<file path="src/rtl/reg_file_write_bank.sv">
// Write side of the integer register file: one-hot write decode and
// storage for x1..x31, exported flat for the read multiplexers.
module reg_file_write_bank #(
    parameter int                    DATA_WIDTH = 32,
    parameter logic [DATA_WIDTH-1:0] SP_RESET   = 32'h7FFF_EFFC,
    parameter logic [DATA_WIDTH-1:0] GP_RESET   = 32'h1000_8000
) (
    input  logic                     clk,
    input  logic                     reset,
    input  logic                     reg_write,
    input  logic [4:0]               write_register,
    input  logic [DATA_WIDTH-1:0]    write_data,
    output logic [32*DATA_WIDTH-1:0] q_bus,
    output logic [31:0]              write_enable
);

    logic [31:0] w_we;

    // x0 is never selected, so a write to index 0 has nowhere to land.
    always_comb begin
        w_we = '0;
        if (reg_write && (write_register != 5'd0)) begin
            w_we[write_register] = 1'b1;
        end
    end

    assign write_enable = w_we;

    assign q_bus[0 +: DATA_WIDTH] = '0;

    for (genvar i = 1; i < 32; i++) begin : g_reg
        localparam logic [DATA_WIDTH-1:0] RST_VAL =
            (i == 2) ? SP_RESET : ((i == 3) ? GP_RESET : '0);

        logic [DATA_WIDTH-1:0] r_x;

        always_ff @(posedge clk or negedge reset) begin
            if (!reset) begin
                r_x <= RST_VAL;
            end else if (w_we[i]) begin
                r_x <= write_data;
            end
        end

        assign q_bus[i*DATA_WIDTH +: DATA_WIDTH] = r_x;
    end

endmodule

</file>
<file path="config.mk">
export PLATFORM = sky130hd
export DESIGN_NAME = reg_file_write_bank
export DESIGN_NICKNAME = d
export VERILOG_FILES = /design/src/rtl/reg_file_write_bank.sv
export SDC_FILE = /design/constraint.sdc
export NUM_CORES = 1
export LEC_CHECK = 0
export ABC_AREA = 1
export CAP_MARGIN = 40
export CORE_AREA = 2 2 426 428
export DETAILED_ROUTE_END_ITERATION = 10
export DIE_AREA = 0 0 428 430
export GPL_ROUTABILITY_DRIVEN = 0
export SLEW_MARGIN = 20
export SYNTH_ARGS = -nofsm -noshare
export SYNTH_HDL_FRONTEND = slang
export SYNTH_SLANG_ARGS = --single-unit
export TNS_END_PERCENT = 20
</file>
<file path="constraint.sdc">
create_clock -name clk -period 1.25 [get_ports clk]
set_input_delay 0.1875 -clock clk [delete_from_list [all_inputs] [get_ports clk]]
set_output_delay 0.1875 -clock clk [all_outputs]
set_load 0.05 [all_outputs]
</file>
== After elaboration in Yosys (flattened, before gate mapping) ==
Cells that the tools add are included.

* Bits in registers: 992
* Output and inout port bits: 1056

* Multiplexer cells: 3
* $lt $le $gt $ge: 2
* Reductions and logical operators: 3

{| class="wikitable"
|+ Operator list
! operator !! number
|-
| 32-bit 2-to-1 mux || 1
|-
| 5-bit by 6-bit < comparator with 1-bit output, second input constant || 1
|-
| 1-bit demux with 5-bit select || 1
|-
| 5-bit by 1-bit greater-or-equal comparator with 1-bit output, second input constant || 1
|-
| 5-bit nonzero test || 1
|-
| 1-bit logical AND || 2
|-
| 1-bit 2-to-1 mux || 1
|}

== Longest topological paths before layout ==
Gate-level depths: netlist of run 1.

* Word-level depth: 5
* Depth in mapped cells: 8
* Mapped depth without buffers: 6

== Least setup slack after synthesis of run 1 ==
No wires, ideal clock.

* Kind: input port to flip-flop
* Start: input port write_register[2]
* End: register g_reg[11].r_x[22]
* Cell stages on the path: 7
* Slack: -137 ps
* Library setup time: 66 ps
* Data arrival time: 1321 ps
* Cell sequence: buf_4 > inv_1 > nand3_1 > nor2_1 > buf_2 > nand2_1 > nand2_1

* Word-level cells in the longest chain between the ends: 5
* Elaborated cells on any way between the ends: 8
* Those cells by class: order compare (2); mux (3); reduce/logical (3)

{| class="wikitable"
|+ Ends and longest elaborated chain
! item !! RTL line !! RTL
|-
| start, declared || 11 || <nowiki>input logic [4:0] write_register,</nowiki>
|-
| 5-bit by 6-bit < comparator with 1-bit output (not written as such) / 5-bit by 1-bit greater-or-equal comparator with 1-bit output (equally long branches) || 23 || <nowiki>w_we[write_register] = 1'b1;</nowiki>
|-
| 1-bit logical AND (not written as such) || 23 ||
|-
| 1-bit 2-to-1 mux (not written as such) || 23 ||
|-
| 1-bit demux with 5-bit select || 23 ||
|-
| 32-bit 2-to-1 mux (*) || 22 || <nowiki>if (reg_write && (write_register != 5'd0)) begin</nowiki>
|-
| via write_enable[11] || 14 || <nowiki>output logic [31:0] write_enable</nowiki>
|-
| end signal, assigned || 41 || <nowiki>r_x <= write_data;</nowiki>
|-
| end, declared || 35 || <nowiki>logic [DATA_WIDTH-1:0] r_x;</nowiki>
|}

Mark *: on every way through the listed nets, which the timed path passes. The rest lies on a longest branch.
A chain may end at the register's enable or synchronous reset.

== Final worst setup path of run 1 ==
* Start: register g_reg[2].r_x[4]
* End: output port q_bus[68]

{| class="wikitable"
|+ RTL lines
! item !! RTL line !! RTL
|-
| start, declared || 35 ||
|-
| start signal, assigned || 41 ||
|-
| end, declared || 13 || <nowiki>output logic [32*DATA_WIDTH-1:0] q_bus,</nowiki>
|}

No word-level cell between the ends.

==> impl_table.tex, run 1 <==
\begin{tabular}{lr}
\hline
Metric & Value \\
\hline
\multicolumn{2}{l}{\textbf{Run status}} \\
Outcome & complete, but fails checks \\
Violated checks & setup timing \\
\multicolumn{2}{l}{\textbf{Synth}} \\
Number of synthesized flops with an enable pin & 0 \\
Most common cell in the synthesized netlist & nand2\_1 \\
Area share of the leading cell type in the synthesized netlist & 63.8\% \\
Number of synthesis warnings & 0 \\
Area contributors post-synth & dfrtp\_1, nand2\_1, dfstp\_2, buf\_2, o21ai\_0 \\
Mapped Cells & 4290 \\
Number of distinct library cell variants in the gate-level netlist after synthesis & 15 \\
Number of synthesized register bits & between 900 and 1000 \\
Mapped Area & around 0.038 mm\^{}2 \\
Top cell type by total area after synthesis & dfrtp\_1 \\
Post-synthesis async set-or-reset flop share & between 90\% and 100\% \\
Commonest cells post-synth & nand2\_1, dfrtp\_1, buf\_2 \\
Leading register cell type out of synthesis & dfrtp\_1 \\
Syn avg cell area & 8.80 um\^{}2 \\
Sequential element share of the synthesized area & around two thirds \\
\multicolumn{2}{l}{\textbf{Route}} \\
Average vias per placed instance & 4.34 \\
\# DRC & 0 \\
First-iteration detailed-routing DRC count & 2522 \\
Routed wirelength normalized by instance count & 24.7 um \\
Antenna-violating nets left & 0 \\
Total number of vias & roughly 36000 \\
Total Wirelength & 202000 um \\
TritonRoute pass-1 iters & 6 \\
\multicolumn{2}{l}{\textbf{Place}} \\
Instance count after placement with tap cells included & 7824 \\
Half-perimeter wire length of the detailed placement result & $\sim$150000 um \\
Number of buffers inserted by port buffering & between 1000 and 1500 \\
Worst-case setup slack after placement & -0.809 ns \\
\multicolumn{2}{l}{\textbf{Setup path}} \\
Number of buffers and inverters on the critical path & 1 \\
Peak per-stage delay on the critical path & 0.58 ns \\
Family with the most delay on the worst path & flip-flops \\
WP data required & 1.06 ns \\
Startpoint type of the worst setup path & flip-flop \\
Startpoint of the most critical register-to-register path & g\_reg[10].r\_x[21] \\
Reg2Reg Depth & 4 \\
Kind of end point of the critical path & output pin \\
Standard cell with the maximum stage delay on the critical path & dfstp\_2 \\
Capture instance of the worst register-to-register path & g\_reg[10].r\_x[21] \\
Crit path DAT & approximately 1.5 ns \\
Worst setup slack for register-to-register paths & about 0.32 ns \\
Startpoint of the most critical setup path & g\_reg[2].r\_x[4] \\
Worst path depth & 1 \\
Critical path destination & q\_bus[68] \\
Ordered list of cells on the worst path & buf\_12 \\
Critical path start-end classification & reg -> out \\
Largest fanout on the critical path & 2 \\
\multicolumn{2}{l}{\textbf{Floorplanning}} \\
Top-Level Pins & 1096 \\
Die Width & 428 um \\
Number of placement rows & 156 \\
Starting utilization of the core area & 21.0\% \\
Die Area & 0.184 mm\^{}2 \\
Die span in y & between 400 and 500 um \\
Area of the placeable core & 0.180 mm\^{}2 \\
\multicolumn{2}{l}{\textbf{Final layout}} \\
Fillers & 17000 \\
Largest registers in the final layout & g.r\_x: 992 flops \\
Sequential cell area & 0.0249 mm\^{}2 \\
Fraction of final layout cells sized beyond drive strength 1 & 32.4\% \\
Area growth from synthesis to final layout & 87.6\% \\
Final cell count without fillers & around 8200 \\
Area taken by multi-input logic gates & 0.0117 mm\^{}2 \\
Register ranked first by flip-flop count & g.r\_x \\
Post-layout nets & 5768 \\
Largest register FFs & 992 \\
\multicolumn{2}{l}{\textbf{CTS}} \\
Number of buffers created by CTS & 111 \\
Clock-pin transition on the worst setup and hold timing paths & 0.06 ns \\
Master cell of the clock root buffer & clkbuf\_16 \\
CTS tree & yes \\
Skew-Pair Late Insertion Delay & 0.74 ns \\
CTS H-Tree Depth & 3 \\
Buffer levels on the longest clock path & 3 \\
Clock net sink count & 992 \\
\multicolumn{2}{l}{\textbf{STA}} \\
Final Hold Violating Endpoints & 0 \\
Maximum clock rate & approximately 600 MHz \\
Setup repair after global routing missed its margin & true \\
Headroom to the max-slew limit & 61.0\% \\
Final setup violation count & 1017 \\
Final cycle utilization of the critical path & 133\% \\
Final Hold Slack & 0.0694 ns \\
Actual transition at the worst max-transition pin & 0.585 ns \\
Worst path setup slack after routing & -0.413 ns \\
Worst-case clock skew & 0 ns \\
Minimum clock period & approximately 1.7 ns \\
Max Transition Viols Final & 0 \\
\multicolumn{2}{l}{\textbf{Job}} \\
Max-cap violation count & 0 \\
\multicolumn{2}{l}{\textbf{Pwr}} \\
Standby leakage power & 35.4 nW \\
Total chip power & around 0.14 W \\
Maximum vdd drop & 1.37 mV \\
Areal power density over the cells & 1950 mW/mm\^{}2 \\
\multicolumn{2}{l}{\textbf{Global route}} \\
Vias in the first global route & between 30000 and 40000 \\
Global-route wire length before repair & 278000 um \\
Largest net degree at the start of global routing & slightly above 80 \\
Global-route total usage across every layer & between 20\% and 30\% \\
Global-route congestion overflow total & 0 \\
Initial antenna violation count & 13 \\
\multicolumn{2}{l}{\textbf{Hold path}} \\
Min-delay worst type & in -> async \\
\hline
\end{tabular}
==> per-stage QoR <==
stage | area [um^2] | utilization, % | TNS [ns]
global route | 70800 | 39.4 | -334.71
global placement | 65400 | 36.4 | -646.12
floorplan | 37900 | - | -5.47
CTS | 70400 | 39.2 | -340.01
detailed placement | 65400 | 36.4 | -679.43
finish | 70800 | 39.4 | -254.07
==> logic make-up (layout without fill, tap and decap cells) <==
kind of cell	Yosys count	count (layout)	synth area share [%]
buf+inv	365	1866	4.51
simple gates	2804	2804	27.9
compound gates	128	128	1.70
flops	992	992	65.8
other cells	1	39	0.00993
==> per-layer routing <==
layer,part of all wire [%],vias up,routed length [um],global-route usage [%]
met1,38,17700,76300,25.0
met3,6.5,541,13200,5.04
met2,49,1614,98500,36.1
li1,-,15700,-,-
met5,0.020,-,41,0
met4,7.1,6,14300,12.8
==> cell usage in the layout, fill, tap and decap left out, types with 2 or more instances in the layout <==
cell type      count
dlygate4sd3_1     32
buf_4            336
clkbuf_16        113
diode_2            6
inv_2              3
nand3_4            8
buf_6              7
buf_8              4
inv_1             36
dfrtp_1          947
nor2_1             4
nand2_1         2738
clkbuf_8          28
o21ai_0          128
inv_6              8
nand3_2            3
nand2_4            3
inv_4              3
clkinv_4           2
clkbuf_1          18
dfstp_2           30
clkinvlp_4         7
dfrtp_2           15
conb_1            33
bufinv_16          9
nand2_2           15
clkinv_2          22
buf_12          1202
nor2_4            31
buf_2             32
==> power by group <==
group | total [W] | leakage, nW | switching, W | internal [W]
clock | 0.0344 | 1.89 | 0.0142 | 0.0201
sequential | 0.0452 | 12.8 | 0.00691 | 0.0383
combinational | 0.0586 | 20.8 | 0.0325 | 0.0262
total | 0.138 | 35.4 | 0.0536 | 0.0846
==> worst min path at each step <==
stage / endpoint / from / slack, ns
finish: g_reg[1].r_x[5] / reset / 0.07
global route: g_reg[5].r_x[13] / reset / 0.03
CTS: g_reg[5].r_x[20] / reset / 0.01
detailed placement: g_reg[1].r_x[4] / reset / 0.27
global placement: g_reg[1].r_x[5] / reset / 0.26
floorplan: g_reg[10].r_x[0] / reset / -0.11
==> what timing repair did <==
action	CTS	global route
setup buffers	74	56
resized for setup	116	6
endpoints found under the hold margin	1617	0
pin swaps	22	0
hold buffers	32	0
setup endpoints to repair	1028	1023
==> area by class of cell <==
class / instances / share of cell area (%)
Timing Repair Buffer: 1613 / 38.4
Sequential cell: 992 / 35.1
Multi-Input combinational cell: 2965 / 16.6
Clock buffer: 159 / 4.63
Tap cell: 2370 / 4.19
Clock inverter: 49 / 0.804
Inverter: 45 / 0.281
Antenna cell: 6 / 0.0212
Note: power is estimated with default switching activity, not from simulation.
==> inputs of run 2 (changes only) <==
ABC_CLOCK_PERIOD_IN_PS = 1250   (was default)
==> results of run 2 <==
Same layout as run 1: the final DEF is identical, and so are final timing and power.
